--- src/rtl/jtag_pkg.sv ---
// jtag_pkg
// Shared definitions for the JTAG instruction/data register block.
// Holds the TAP state encoding (the same encoding the upstream TAP
// controller drives onto its state output) and the 4-bit opcode constants.
// Opcodes are zero-extended by the consumer when the IR is wider than 4 bits.
// The all-ones BYPASS opcode is width dependent, so it is built locally as '1.

package jtag_pkg;

   // IEEE 1149.1 style TAP state encoding, all sixteen codes used
   typedef enum logic [3:0] {
      TAP_EXIT2_DR         = 4'h0,
      TAP_EXIT1_DR         = 4'h1,
      TAP_SHIFT_DR         = 4'h2,
      TAP_PAUSE_DR         = 4'h3,
      TAP_SELECT_IR        = 4'h4,
      TAP_UPDATE_DR        = 4'h5,
      TAP_CAPTURE_DR       = 4'h6,
      TAP_SELECT_DR        = 4'h7,
      TAP_EXIT2_IR         = 4'h8,
      TAP_EXIT1_IR         = 4'h9,
      TAP_SHIFT_IR         = 4'hA,
      TAP_PAUSE_IR         = 4'hB,
      TAP_RUN_IDLE         = 4'hC,
      TAP_UPDATE_IR        = 4'hD,
      TAP_CAPTURE_IR       = 4'hE,
      TAP_TEST_LOGIC_RESET = 4'hF
   } tapState_t;

   localparam logic [3:0] OPC_IDCODE = 4'b0001;
   localparam logic [3:0] OPC_USER   = 4'b1000;

   // Value loaded into the IR shift register on Capture-IR (LSBs 01)
   localparam logic [1:0] IR_CAPTURE_LSBS = 2'b01;

endpackage

--- src/rtl/jtag_shift_reg.sv ---
// jtag_shift_reg
// Generic JTAG shift register: parallel capture, right shift with TDI
// entering at the MSB, otherwise hold. Used for the IR, IDCODE and USER
// registers.
// Ports:
//   clk_i        - TCK
//   rst_i        - synchronous active-high reset, clears the register
//   capture_i    - load captureVal_i (has priority over shift_i)
//   shift_i      - shift right one place, tdi_i into the MSB
//   captureVal_i - parallel capture value
//   tdi_i        - serial data in
//   data_o       - current register contents
//   lsb_o        - current LSB, i.e. the bit that leaves on the next shift

import jtag_pkg::*;

module jtag_shift_reg #(
   parameter int WIDTH = 8
) (
   input  logic             clk_i,
   input  logic             rst_i,
   input  logic             capture_i,
   input  logic             shift_i,
   input  logic [WIDTH-1:0] captureVal_i,
   input  logic             tdi_i,
   output logic [WIDTH-1:0] data_o,
   output logic             lsb_o
);

   logic [WIDTH-1:0] data_q;
   logic [WIDTH-1:0] data_d;
   logic [WIDTH-1:0] shifted;

   // A one-bit register simply becomes TDI; wider ones drop their LSB
   generate
      if (WIDTH == 1) begin : gSingle
         assign shifted = tdi_i;
      end else begin : gMulti
         assign shifted = {tdi_i, data_q[WIDTH-1:1]};
      end
   endgenerate

   // Capture wins over shift; with neither strobe the register holds,
   // which covers Pause/Exit and every state not aimed at this register
   always_comb begin
      data_d = data_q;
      if (capture_i) begin
         data_d = captureVal_i;
      end else if (shift_i) begin
         data_d = shifted;
      end
   end

   // State register with synchronous reset
   always_ff @(posedge clk_i) begin
      if (rst_i) begin
         data_q <= '0;
      end else begin
         data_q <= data_d;
      end
   end

   assign data_o = data_q;
   assign lsb_o  = data_q[0];

endmodule

--- src/rtl/jtag_ir_dr.sv ---
// jtag_ir_dr
// JTAG instruction register plus BYPASS / IDCODE / USER data registers,
// driven by the TAP state published by an external TAP controller.
// Optional feature macro: JTAG_IDCODE_EN. When defined, the 32-bit IDCODE
// register exists and IDCODE is the reset instruction. When undefined, no
// IDCODE register is built, the IDCODE opcode decodes as BYPASS and the
// reset instruction is BYPASS.
// Ports:
//   tck_i      - sole clock, all state changes on the rising edge
//   trst_i     - synchronous active-high reset, overrides state_i
//   state_i    - current TAP state (jtag_pkg::tapState_t)
//   tdi_i      - serial data in
//   tdo_o      - registered serial data out
//   tdo_en_o   - high while tdo_o carries shift data
//   user_in_i  - parallel value captured into the USER register
//   user_out_o - parallel value latched from the USER register on Update-DR
//   user_upd_o - one-cycle pulse when user_out_o is written
//   ir_out_o   - currently active instruction

import jtag_pkg::*;

module jtag_ir_dr #(
   parameter int          IR_WIDTH     = 4,
   parameter int          USER_WIDTH   = 8,
   parameter logic [31:0] IDCODE_VALUE = 32'h1234_5001
) (
   input  logic                  tck_i,
   input  logic                  trst_i,
   input  tapState_t             state_i,
   input  logic                  tdi_i,
   output logic                  tdo_o,
   output logic                  tdo_en_o,
   input  logic [USER_WIDTH-1:0] user_in_i,
   output logic [USER_WIDTH-1:0] user_out_o,
   output logic                  user_upd_o,
   output logic [IR_WIDTH-1:0]   ir_out_o
);

   localparam logic [IR_WIDTH-1:0] IR_BYPASS  = '1;
   localparam logic [IR_WIDTH-1:0] IR_IDCODE  = IR_WIDTH'(OPC_IDCODE);
   localparam logic [IR_WIDTH-1:0] IR_USER    = IR_WIDTH'(OPC_USER);
   localparam logic [IR_WIDTH-1:0] IR_CAPTURE = IR_WIDTH'(IR_CAPTURE_LSBS);
`ifdef JTAG_IDCODE_EN
   localparam logic [IR_WIDTH-1:0] IR_RESET   = IR_IDCODE;
`else
   localparam logic [IR_WIDTH-1:0] IR_RESET   = IR_BYPASS;
`endif

   logic [IR_WIDTH-1:0]   irOut_q;
   logic [USER_WIDTH-1:0] userOut_q;
   logic                  userUpd_q;
   logic                  bypass_q;
   logic                  tdo_q;
   logic                  tdoEn_q;
   logic                  tdo_d;
   logic                  tdoEn_d;

   logic captureIr;
   logic shiftIr;
   logic updateIr;
   logic captureDr;
   logic shiftDr;
   logic updateDr;
   logic testLogicReset;

   logic selIdcode;
   logic selUser;
   logic selBypass;

   logic [IR_WIDTH-1:0]   irData;
   logic                  irLsb;
   logic [USER_WIDTH-1:0] userData;
   logic                  userLsb;
   logic                  idcodeLsb;

   // Decode the TAP state into one-hot strobes. Any encoding that matches
   // none of them leaves every register holding its value.
   always_comb begin
      captureIr      = (state_i == TAP_CAPTURE_IR);
      shiftIr        = (state_i == TAP_SHIFT_IR);
      updateIr       = (state_i == TAP_UPDATE_IR);
      captureDr      = (state_i == TAP_CAPTURE_DR);
      shiftDr        = (state_i == TAP_SHIFT_DR);
      updateDr       = (state_i == TAP_UPDATE_DR);
      testLogicReset = (state_i == TAP_TEST_LOGIC_RESET);
   end

   // Instruction decode: anything that is not a recognised opcode selects
   // the bypass bit. IR_OUT only moves on Update-IR / Test-Logic-Reset, so
   // the selection is stable for the whole of a DR scan.
   always_comb begin
      selIdcode = 1'b0;
`ifdef JTAG_IDCODE_EN
      selIdcode = (irOut_q == IR_IDCODE);
`endif
      selUser   = (irOut_q == IR_USER);
      selBypass = !selIdcode && !selUser;
   end

   jtag_shift_reg #(
      .WIDTH(IR_WIDTH)
   ) uIrShift (
      .clk_i        (tck_i),
      .rst_i        (trst_i),
      .capture_i    (captureIr),
      .shift_i      (shiftIr),
      .captureVal_i (IR_CAPTURE),
      .tdi_i        (tdi_i),
      .data_o       (irData),
      .lsb_o        (irLsb)
   );

   jtag_shift_reg #(
      .WIDTH(USER_WIDTH)
   ) uUserShift (
      .clk_i        (tck_i),
      .rst_i        (trst_i),
      .capture_i    (captureDr && selUser),
      .shift_i      (shiftDr && selUser),
      .captureVal_i (user_in_i),
      .tdi_i        (tdi_i),
      .data_o       (userData),
      .lsb_o        (userLsb)
   );

`ifdef JTAG_IDCODE_EN
   logic [31:0] idcodeData;

   jtag_shift_reg #(
      .WIDTH(32)
   ) uIdcodeShift (
      .clk_i        (tck_i),
      .rst_i        (trst_i),
      .capture_i    (captureDr && selIdcode),
      .shift_i      (shiftDr && selIdcode),
      .captureVal_i (IDCODE_VALUE),
      .tdi_i        (tdi_i),
      .data_o       (idcodeData),
      .lsb_o        (idcodeLsb)
   );
`else
   assign idcodeLsb = 1'b0;
`endif

   // TDO source for the next edge: the LSB of whichever register is being
   // shifted on that same edge, so TDO trails state entry by one cycle.
   // Outside the shift states TDO is forced low with the enable dropped.
   always_comb begin
      tdo_d   = 1'b0;
      tdoEn_d = 1'b0;
      if (shiftIr) begin
         tdo_d   = irLsb;
         tdoEn_d = 1'b1;
      end else if (shiftDr) begin
         tdoEn_d = 1'b1;
         if (selUser) begin
            tdo_d = userLsb;
         end else if (selIdcode) begin
            tdo_d = idcodeLsb;
         end else begin
            tdo_d = bypass_q;
         end
      end
   end

   // Output and control registers. Reset has priority over any state so a
   // scan interrupted mid-shift restarts cleanly from the next capture.
   always_ff @(posedge tck_i) begin
      if (trst_i) begin
         irOut_q   <= IR_RESET;
         userOut_q <= '0;
         userUpd_q <= 1'b0;
         bypass_q  <= 1'b0;
         tdo_q     <= 1'b0;
         tdoEn_q   <= 1'b0;
      end else begin
         tdo_q     <= tdo_d;
         tdoEn_q   <= tdoEn_d;
         userUpd_q <= updateDr && selUser;
         if (updateDr && selUser) begin
            userOut_q <= userData;
         end
         if (testLogicReset) begin
            irOut_q <= IR_RESET;
         end else if (updateIr) begin
            irOut_q <= irData;
         end
         if (captureDr && selBypass) begin
            bypass_q <= 1'b0;
         end else if (shiftDr && selBypass) begin
            bypass_q <= tdi_i;
         end
      end
   end

   assign tdo_o      = tdo_q;
   assign tdo_en_o   = tdoEn_q;
   assign user_out_o = userOut_q;
   assign user_upd_o = userUpd_q;
   assign ir_out_o   = irOut_q;

endmodule

--- config.mk ---
export PLATFORM = sky130hd
export DESIGN_NAME = jtag_ir_dr
export DESIGN_NICKNAME = d
export VERILOG_FILES = /design/src/rtl/jtag_pkg.sv /design/src/rtl/jtag_shift_reg.sv /design/src/rtl/jtag_ir_dr.sv
export SDC_FILE = /design/constraint.sdc
export NUM_CORES = 1
export LEC_CHECK = 0
export BUFFER_PORTS_ARGS = -buffer_cell sky130_fd_sc_hd__buf_2
export CAP_MARGIN = 30
export CORE_ASPECT_RATIO = 1.5
export CORE_MARGIN = 2
export CORE_UTILIZATION = 25
export CTS_CLUSTER_SIZE = 28
export DETAILED_ROUTE_END_ITERATION = 8
export GPL_ROUTABILITY_DRIVEN = 1
export PLACE_DENSITY = 0.41
export SETUP_SLACK_MARGIN = 0.1
export SLEW_MARGIN = 20
export SYNTH_ARGS = -nofsm -noshare
export SYNTH_HDL_FRONTEND = slang
export SYNTH_SLANG_ARGS = --single-unit
--- constraint.sdc ---
create_clock -name tck_i -period 1.7 [get_ports tck_i]
set_input_delay 0.34 -clock tck_i [delete_from_list [all_inputs] [get_ports tck_i]]
set_output_delay 0.34 -clock tck_i [all_outputs]
set_load 0.05 [all_outputs]
-- After elaboration in Yosys (flattened, before gate mapping)
Cells that the tools add are included.
- flip-flop bits (word level): 28
- latch bits: 0
- RAM bits: 0
- bits in read-only memories: 0
- output and inout bits: 15
- word-level logic and storage cells: 37
- memories: 0
- $add $sub $neg: 0
- multiply operators: 0
- div/mod/pow operators: 0
- order comparisons: 0
- equal/unequal tests: 8
- shifts and indexed selects: 0
- muxes and demuxes: 9
- bitwise operators: 0
- reductions and logical operators: 11
- operator list (cell ; count):
    $eq 4x4->1 const B ; 5
    $mux 8 ; 2
    $eq 4x3->1 const B ; 2
    $mux 1 ; 7
    $reduce_or 2->1 ; 3
    $logic_and 1x1->1 ; 5
    $eq 4x2->1 const B ; 1
    $reduce_bool 2->1 ; 2
    $logic_not 1->1 ; 1

-- Longest topological paths before layout
Gate-level depths: netlist of run 1.
- depth after elaboration: 4
- gate-level depth with buffers: 5
- depth with buffers taken out: 3

-- Modules after synthesis
From an unflattened synthesis of run 1, not the netlist that was laid out.
- cell total of the unflattened synthesis: 138
- area, all modules: 1303.8 sq um
- by module, submodules not included (module ; instances ; cells an instance ; area each (sq um) ; seq. area each (sq um)):
    jtag_ir_dr ; 1 ; 83 ; 729.4 ; 320.3
    jtag_shift_reg at uUserShift ; 1 ; 36 ; 376.6 ; 160.2
    jtag_shift_reg at uIrShift ; 1 ; 19 ; 197.7 ; 80.1

-- Worst setup path after synthesis of run 1
No wires, ideal clock.
- kind: reg2reg
- start point: register irOut_q[3], in the netlist ir_out_o[3]
- end point: register userOut_q[0], in the netlist user_out_o[0]
- library setup time: 120 ps
- data arrival time: 1968 ps
- required time: 1580 ps
- slack: -388 ps
- stages on the path, launching flop included: 6
- period minus slack after synthesis: 2088 ps
- path through: dfxtp_1 > or4b_1 > buf_2 > or4_4 > buf_6 > mux2i_1
- word-level cells in the longest chain between the ends: 2
- ends and longest elaborated chain (what ; RTL line ; RTL):
    from (decl) ; jtag_ir_dr.sv:49 ; logic [IR_WIDTH-1:0] irOut_q;
    from (signal assigned) ; jtag_ir_dr.sv:186 ; irOut_q <= irData;
    $eq 4x4->1 ; jtag_ir_dr.sv:96 ; selUser = (irOut_q == IR_USER);
    $logic_and 1x1->1 ; jtag_ir_dr.sv:180 ; if (updateDr && selUser) begin
    to (signal assigned) ; jtag_ir_dr.sv:181 ; userOut_q <= userData;
    to (decl) ; jtag_ir_dr.sv:50 ; logic [USER_WIDTH-1:0] userOut_q;
No other way between the ends.
A chain may end at the register's enable or synchronous reset.

-- Worst setup path in the final report of run 1
- start point: register irOut_q[0], in the netlist ir_out_o[0]
- end point: register userOut_q[1], in the netlist user_out_o[1]
The elaborated chain is that of the path after synthesis.

==> metrics.yaml, run 1 <==
global_routing:
  grt_overflow_total: 0
  grt_antenna_before_repair: 0
  vias_in_the_first_global_route: 1045
  pin_count_of_the_biggest_net_entering_global_routing: 36
  wire_length_of_the_first_global_routing_pass_um: 4930
  grt.total_usage_pct: 10.9
sta:
  skew_ns: 0.00982
  finalWorstPathRequiredPeriod_ns: 1.63
  rsz0062_at_grt: "true"
  postLayoutSetupSlackWorst_ns: 0.0688
  period_utilization_pct: 96.0
  achievable-frequency_mhz: 613
  final-max-slew-violation-count: 0
  timing.final.hold_violations: 0
  timing.slew.headroom_pct: 66.7
  setup_viol_count_final: 0
  transition_time_at_the_pin_with_the_least_slew_margin_ns: 0.500
clock_tree:
  max-clock-path-buffers: 2
  worst_setup_hold_path_clk_slew_ns: 0.10
  clock-sinks: 28
  cts_max_level: 1
  tritoncts_clock_tree: "done"
  insertion_delay_ns: 0.28
  cts_root_buf: "sky130_fd_sc_hd__clkbuf_8"
  cts_buffer_count: 3
setup_path:
  cp.arrival_ns: 1.80
  worstSetupEndpointType: "flop"
  critical_path.startpoint_type: "flop"
  r2r.worst_path.cells: 3
  critical_path_class: "flop to flop"
  worst_ep_required_time_ns: 1.87
  critical_path.reg2reg.startpoint: "ir_out_o[0]$_SDFFE_PP1N_"
  regToRegEndpoint: "user_out_o[1]$_SDFFE_PP0P_"
  setup.reg_to_reg.worst_slack_ns: 0.07
  timing.critical_path.fanout_max: 5
final_layout:
  fin_area_um2: 1630
  drive_above_1_share_pct: 36.0
  n_antenna_cell: 0
  multi_input_comb_area_um2: 694
  fillCellCount: 575
  layout_nets: 177
  area.growth.synth_to_final_pct: 26.8
  register_area_um2: 573
routing:
  firstDrtPassIters: 4
  viasPerCell: 4.32
  wl_um: 2900
  route.detailed.wl_per_inst_um: 12.6
  drt_first_iter_violations: 18
  drcViolationCount: 0
  vias: 990
  final_antenna_net_count: 0
placed_design:
  placer_congestion: 0.714
  place_ws_ns: 0.0249
  dpl-instance-area_um2: 1540
  hpwl_um: 2140
  numPortBuffers: 29
power_and_ir_drop:
  power-per-cell-area_nw_per_um2: 801
  p_leak_uw: 0.000710
  fin_total_pwr_uw: 1310
  worst_ir_drop_vdd_mv: 0.280
floorplan:
  initial_core_util_pct: 25.5
  die-height_um: 91.8
  floorplan.die.width_um: 62.5
  die-area_um2: 5740
  ioPinCount: 30
  placeableCoreArea_um2: 5040
  site_row_count: 32
worst_hold_path:
  hold_start: "user_in_i[3]"
  min_delay_path_depth: 4
  min_path_type: "input pin to flop"
  end_point_of_the_worst_hold_path: "uUserShift.data_o[3]$_SDFFE_PP0P_"
yosys:
  post_synth_xor_area_fraction_pct: 0
  yosys_warnings: 0
  synth_adder_area_share_pct: 0
  mapped_cell_area_um2: 1280
  share_of_the_synthesized_area_in_compound_gates_ao_oa_aoi_oai_pct: 6.23
  dominant_combinational_cell_family_by_area_after_synthesis: "simple AND/OR/NAND/NOR gates"
  yosys_register_bits: 28
  cell_variety_after_synth: 28
  post_synth.cell_area_avg_um2: 9.88
  yosysSeqAreaShare_pct: 43.6
  postSynthCellCount: 130
  syn_nets: 145
  synth.area.mux_share_pct: 18.8
  synth_simple_gate_area_share_pct: 28.0
outcome:
  status: "completed"
run:
  maxCapViolations: 0
## per-stage QoR
stage | hold slack (ns) | setup TNS (ns) | utilization, % | std cells
after floorplan | 0.446 | -0.767 | - | 130
after global placement | 0.462 | 0 | 30.5 | 225
after detailed placement | 0.469 | 0 | 30.5 | 225
after CTS | 0.455 | 0 | 32.0 | 229
after global routing | 0.494 | 0 | 32.3 | 229
final | 0.455 | 0 | 32.3 | 229
## final cells by class
cell class / instances / area share, %
Clock inverter: 1 / 1.84
Clock buffer: 3 / 2.53
Timing Repair Buffer: 36 / 12.6
Tap cell: 68 / 5.22
Multi-Input combinational cell: 93 / 42.6
Sequential cell: 28 / 35.2
## registers in the layout, summed over array words and instances (netlist names)
signal / cells
tdo_en_o: 1
uIrShift.data_o: 4
ir_out_o: 4
user_upd_o: 1
uUserShift.data_o: 8
tdo_o: 1
user_out_o: 8
bypass_q: 1
## worst max path at each step
| stage | startpoint | to | cells after the start |
|---|---|---|---|
| final | ir_out_o[0]$_SDFFE_PP1N_ | user_out_o[1]$_SDFFE_PP0P_ | 3 |
| after global routing | ir_out_o[0]$_SDFFE_PP1N_ | user_out_o[1]$_SDFFE_PP0P_ | 3 |
| after floorplan | ir_out_o[1]$_SDFFE_PP1N_ | user_out_o[0]$_SDFFE_PP0P_ | 5 |
| after detailed placement | ir_out_o[1]$_SDFFE_PP1N_ | user_out_o[3]$_SDFFE_PP0P_ | 5 |
| after global placement | ir_out_o[1]$_SDFFE_PP1N_ | user_out_o[6]$_SDFFE_PP0P_ | 5 |
| after CTS | ir_out_o[0]$_SDFFE_PP1N_ | user_out_o[1]$_SDFFE_PP0P_ | 3 |
## synthesized netlist by cell type, drive strengths merged
master / count / area [um^2]
nor4: 1 / 21.3
nor2b: 1 / 6.26
and2: 1 / 6.26
nor3b: 1 / 7.51
a21oi: 3 / 15.0
o21ba: 1 / 10.0
nand2: 5 / 18.8
nand3b: 3 / 22.5
nor2: 6 / 22.5
nand2b: 19 / 119
o211a: 1 / 10.0
nor3: 8 / 45.0
or4b: 1 / 10.0
nand3: 1 / 5.00
clkbuf: 6 / 22.5
and3: 2 / 12.5
or4: 1 / 11.3
dfxtp: 28 / 561
mux2: 1 / 11.3
o21bai: 5 / 37.5
and3b: 1 / 8.76
a21boi: 1 / 7.51
buf: 3 / 20.0
or2: 7 / 43.8
mux2i: 23 / 230
## per-layer routing
layer	wire length, um	up-vias	track usage, %
met5	0	-	0
met4	41	0	5.00
met3	133	4	2.21
met2	1460	22	18.6
met1	1260	461	13.0
li1	-	503	-
## power breakdown
group | internal, uW | switching, uW | total, uW
combinational | 48.4 | 65.2 | 114
clock | 315 | 214 | 529
sequential | 659 | 3.86 | 663
## repair_timing
| action | in CTS | in global routing |
|---|---|---|
| endpoints found under the setup margin | 17 | 17 |
| hold buffers | 0 | 0 |
| setup buffers | 0 | 0 |
| endpoints found under the hold margin | 0 | 0 |
| resized for setup | 2 | 3 |
| pin swaps | 3 | 1 |
## worst max-delay path: stages, from the launching register on
cell and delay, ns:
sky130_fd_sc_hd__dfxtp_4 0.35, sky130_fd_sc_hd__or4b_4 0.52, sky130_fd_sc_hd__or4_4 0.50, sky130_fd_sc_hd__mux2i_1 0.15
## cell families (layout without fill, tap and decap cells)
group,Yosys count,after routing
AND/OR/NAND/NOR,58,58
flip-flops,28,28
multiplexers,24,24
AO/OA/AOI/OAI,11,11
buffers and inverters,9,40
## placed cells by master (no fill, tap or decap), types with 2 or more instances in the layout
cell type                  instances
sky130_fd_sc_hd__buf_2            29
sky130_fd_sc_hd__dfxtp_1          24
sky130_fd_sc_hd__mux2i_1          23
sky130_fd_sc_hd__nand2b_1         18
sky130_fd_sc_hd__or2_2             7
sky130_fd_sc_hd__nor3_1            7
sky130_fd_sc_hd__nor2_1            6
sky130_fd_sc_hd__o21bai_1          5
sky130_fd_sc_hd__nand2_1           5
sky130_fd_sc_hd__buf_4             5
sky130_fd_sc_hd__nand3b_1          3
sky130_fd_sc_hd__a21oi_1           3
sky130_fd_sc_hd__clkbuf_8          3
sky130_fd_sc_hd__dfxtp_4           3
sky130_fd_sc_hd__and3_1            2
sky130_fd_sc_hd__buf_6             2
No activity file was read; power rests on OpenSTA's default activity.
==> inputs of run 2 (changes only) <==
--- a/config.mk
+++ b/config.mk
@@ -7,7 +7,6 @@
 export LEC_CHECK = 0
 export BUFFER_PORTS_ARGS = -buffer_cell sky130_fd_sc_hd__buf_2
 export CAP_MARGIN = 30
-export CORE_ASPECT_RATIO = 1.5
 export CORE_MARGIN = 2
 export CORE_UTILIZATION = 25
 export CTS_CLUSTER_SIZE = 28
==> run 2 against run 1 <==
  * Routed wire length is 6.7% lower
  * Clock power is 30% lower
  * Non-clock buffer count stayed put
  * Via count is 1.0% lower
  * Clock-buffer cell count is 1 higher
  * Critical path type unchanged
  * Sequential share of layout area is 0.52 points higher
  * Clock skew is 0.0077 ns lower
  * Register-to-register slack hardly changed
  * Power is 12% lower
  * Utilization is 0.46 points lower
  * Final cell count is 0.87% higher
==> metrics.yaml, run 2 (synthesis gave the netlist of run 1 again) <==
routing:
  drcViolationCount: 0  # unchanged
  final_antenna_net_count: 0  # unchanged
  vias: 980  # -1.0%
  route.detailed.wl_per_inst_um: 11.7  # -7.5%
  viasPerCell: 4.24  # -1.9%
  wl_um: 2700  # -6.7%
  drt_first_iter_violations: 49  # +31
  firstDrtPassIters: 4  # unchanged
power_and_ir_drop:
  cell_internal_pwr_uw: 875  # -14%
  power.share.sequential_pct: 57.8  # +7.0 points
  power-per-cell-area_nw_per_um2: 713  # -11%
  net-switching-power_uw: 270  # -4.5%
  p_leak_uw: 0.000698  # -1.7%
  worst_ir_drop_vdd_mv: 0.251  # -11%
  power.switching_fraction_pct: 23.6  # +1.9 points
  power.combinational.fraction_pct: 9.8  # +1.1 points
  clkPwrFrac_pct: 32.3  # -8.2 points
outcome:
  status: "completed"
sta:
  final-max-slew-violation-count: 0  # unchanged
  rsz0062_at_grt: "true"
  skew_ns: 0.00209  # -0.00773 ns
  setup_viol_count_final: 0  # unchanged
  timing.final.hold_violations: 0  # unchanged
  period_utilization_pct: 95.8  # -0.10 points
  timing.slew.headroom_pct: 66.9  # +0.27 points
  final.setup.tns_ns: 0  # unchanged
  achievable-frequency_mhz: 614  # +0.11%
  finalWorstPathRequiredPeriod_ns: 1.63  # -0.00178 ns
  transition_time_at_the_pin_with_the_least_slew_margin_ns: 0.496  # -0.00406 ns
global_routing:
  wire_length_of_the_first_global_routing_pass_um: 4420  # -10%
  grt.total_usage_pct: 10.1  # -0.78 points
  grt_antenna_before_repair: 0  # unchanged
  pin_count_of_the_biggest_net_entering_global_routing: 36  # unchanged
  vias_in_the_first_global_route: 967  # -7.5%
  grt_overflow_total: 0  # unchanged
clock_tree:
  tritoncts_clock_tree: "done"
  cts_buffer_count: 3  # unchanged
  worst_setup_hold_path_clk_slew_ns: 0.09  # about the same
  ctsHoldBuffers: 0  # unchanged
  cts_max_level: 1  # unchanged
  cts_root_buf: "sky130_fd_sc_hd__clkbuf_8"
  clock-sinks: 28  # unchanged
  insertion_delay_ns: 0.27  # about the same
  max-clock-path-buffers: 2  # unchanged
  cts.repair_timing.setup_buffer_count: 0  # unchanged
final_layout:
  multi_input_comb_area_um2: 694  # unchanged
  area.growth.synth_to_final_pct: 24.9
  layout.cells.non_filler: 231  # +0.87%
  layout_nets: 177  # unchanged
  fillCellCount: 533  # -7.3%
  register_area_um2: 573  # unchanged
  most_common_library_cell_in_the_layout_ignoring_fill_and_taps: "sky130_fd_sc_hd__buf_2"
  layout_common_cells: "sky130_fd_sc_hd__buf_2, sky130_fd_sc_hd__dfxtp_1, sky130_fd_sc_hd__mux2i_1, sky130_fd_sc_hd__nand2b_1"
  n_antenna_cell: 0  # unchanged
  drive_above_1_share_pct: 35.4  # -0.62 points
floorplan:
  floorplan.die.width_um: 75.7  # +21%
  placeableCoreArea_um2: 5040  # about the same
  site_row_count: 26  # -19%
  die-area_um2: 5730  # -0.20%
  die-height_um: 75.7  # -18%
  ioPinCount: 30  # unchanged
  initial_core_util_pct: 25.5  # about the same
setup_path:
  critical_path_class: "flop to flop"
  cp.buffers_inverters: 0  # unchanged
  critical_path.reg2reg.startpoint: "ir_out_o[0]$_SDFFE_PP1N_"
  worst_ep_required_time_ns: 1.87  # about the same
  path_cells: "or4b_4, or4_4, mux2i_1"
  timing.critical_path.slowest_stage_cell: "sky130_fd_sc_hd__or4b_4"
  critical_path.startpoint_type: "flop"
  timing.critical_path.from: "ir_out_o[0]$_SDFFE_PP1N_"
  timing.critical_path.max_delay_family: "simple AND/OR/NAND/NOR gates"
  timing.critical_path.fanout_max: 5  # unchanged
  worstSetupEndpointType: "flop"
  max_stage_delay_ns: 0.54  # +0.02 ns
  cp.arrival_ns: 1.80  # about the same
placed_design:
  hpwl_um: 2000  # -6.5%
  placer_congestion: 0.712  # -0.21%
  numPortBuffers: 29  # unchanged
  place_inst: 227  # +0.89%
worst_hold_path:
  min_path_type: "input pin to flop"
  hold_start: "user_in_i[0]"
run:
  maxCapViolations: 0  # unchanged
## run 2: changes by cell type in the layout (fill, tap and decap cells not counted), sizes merged
| cell | previous run | this run |
|---|---|---|
| bufinv | 1 | 0 |
| clkbuf | 3 | 4 |
## run 2: power by group through the flow
stage          clock network, uW  registers (uW)  logic (uW)
3_5_place_dp                   0             677         113
3_3_place_gp                   0             677         113
5_1_grt                      414             663         122
4_1_cts                      387             662         113
6_report                     370             662         113
2_1_floorplan                  0             692        61.1
## run 2: final cells by class
type	instances	share of cell area, %
clock buffers	4	2.81
multi-input cells	93	43.3
flip-flops and latches	28	35.7
well taps	70	5.46
repair buffers	36	12.8
## run 2: worst register-to-register path: cells and delay by family, from the launching register on
kind / cells / cell delay [ns]
flip-flops: 1 / 0.35
multiplexers: 1 / 0.14
AND/OR/NAND/NOR: 2 / 1.04
## run 2: through the flow
stage | hold slack, ns | power, uW | worst slack, ns | utilization, % | instance area [um^2]
after floorplan | 0.446 | 753 | -0.142 | - | 1300
after global placement | 0.463 | 790 | 0.0335 | 30.5 | 1540
after detailed placement | 0.465 | 790 | 0.00402 | 30.5 | 1540
after CTS | 0.468 | 1160 | 0.0522 | 31.6 | 1590
after global routing | 0.477 | 1200 | 0.0242 | 31.8 | 1610
final | 0.471 | 1140 | 0.0706 | 31.8 | 1610
## run 2: path summary, 6_finish.rpt
kind	endpoint	slack, ns	depth (start not counted)
worst min register to register	user_out_o[3]$_SDFFE_PP0P_	0.48	2
worst max register to register	user_out_o[2]$_SDFFE_PP0P_	0.07	3
worst max-delay path	user_out_o[2]$_SDFFE_PP0P_	0.07	3
worst min-delay path	uUserShift.data_o[0]$_SDFFE_PP0P_	0.47	4
## run 2: per-layer routing
| layer | wire, um | vias up | GRT usage (%) | share of wire (%) |
|---|---|---|---|---|
| li1 | - | 505 | - | - |
| met1 | 1300 | 450 | 13.4 | 48 |
| met2 | 1200 | 23 | 15.5 | 44 |
| met3 | 178 | 2 | 3.04 | 6.6 |
| met4 | 27 | 0 | 4.09 | 1.0 |
| met5 | 0 | - | 0 | 0 |
## run 2: what timing repair did
action / CTS / global route
pin swaps: 3 / 0
setup endpoints to repair: 14 / 15
resized for setup: 2 / 3
hold endpoints to repair: 0 / 0
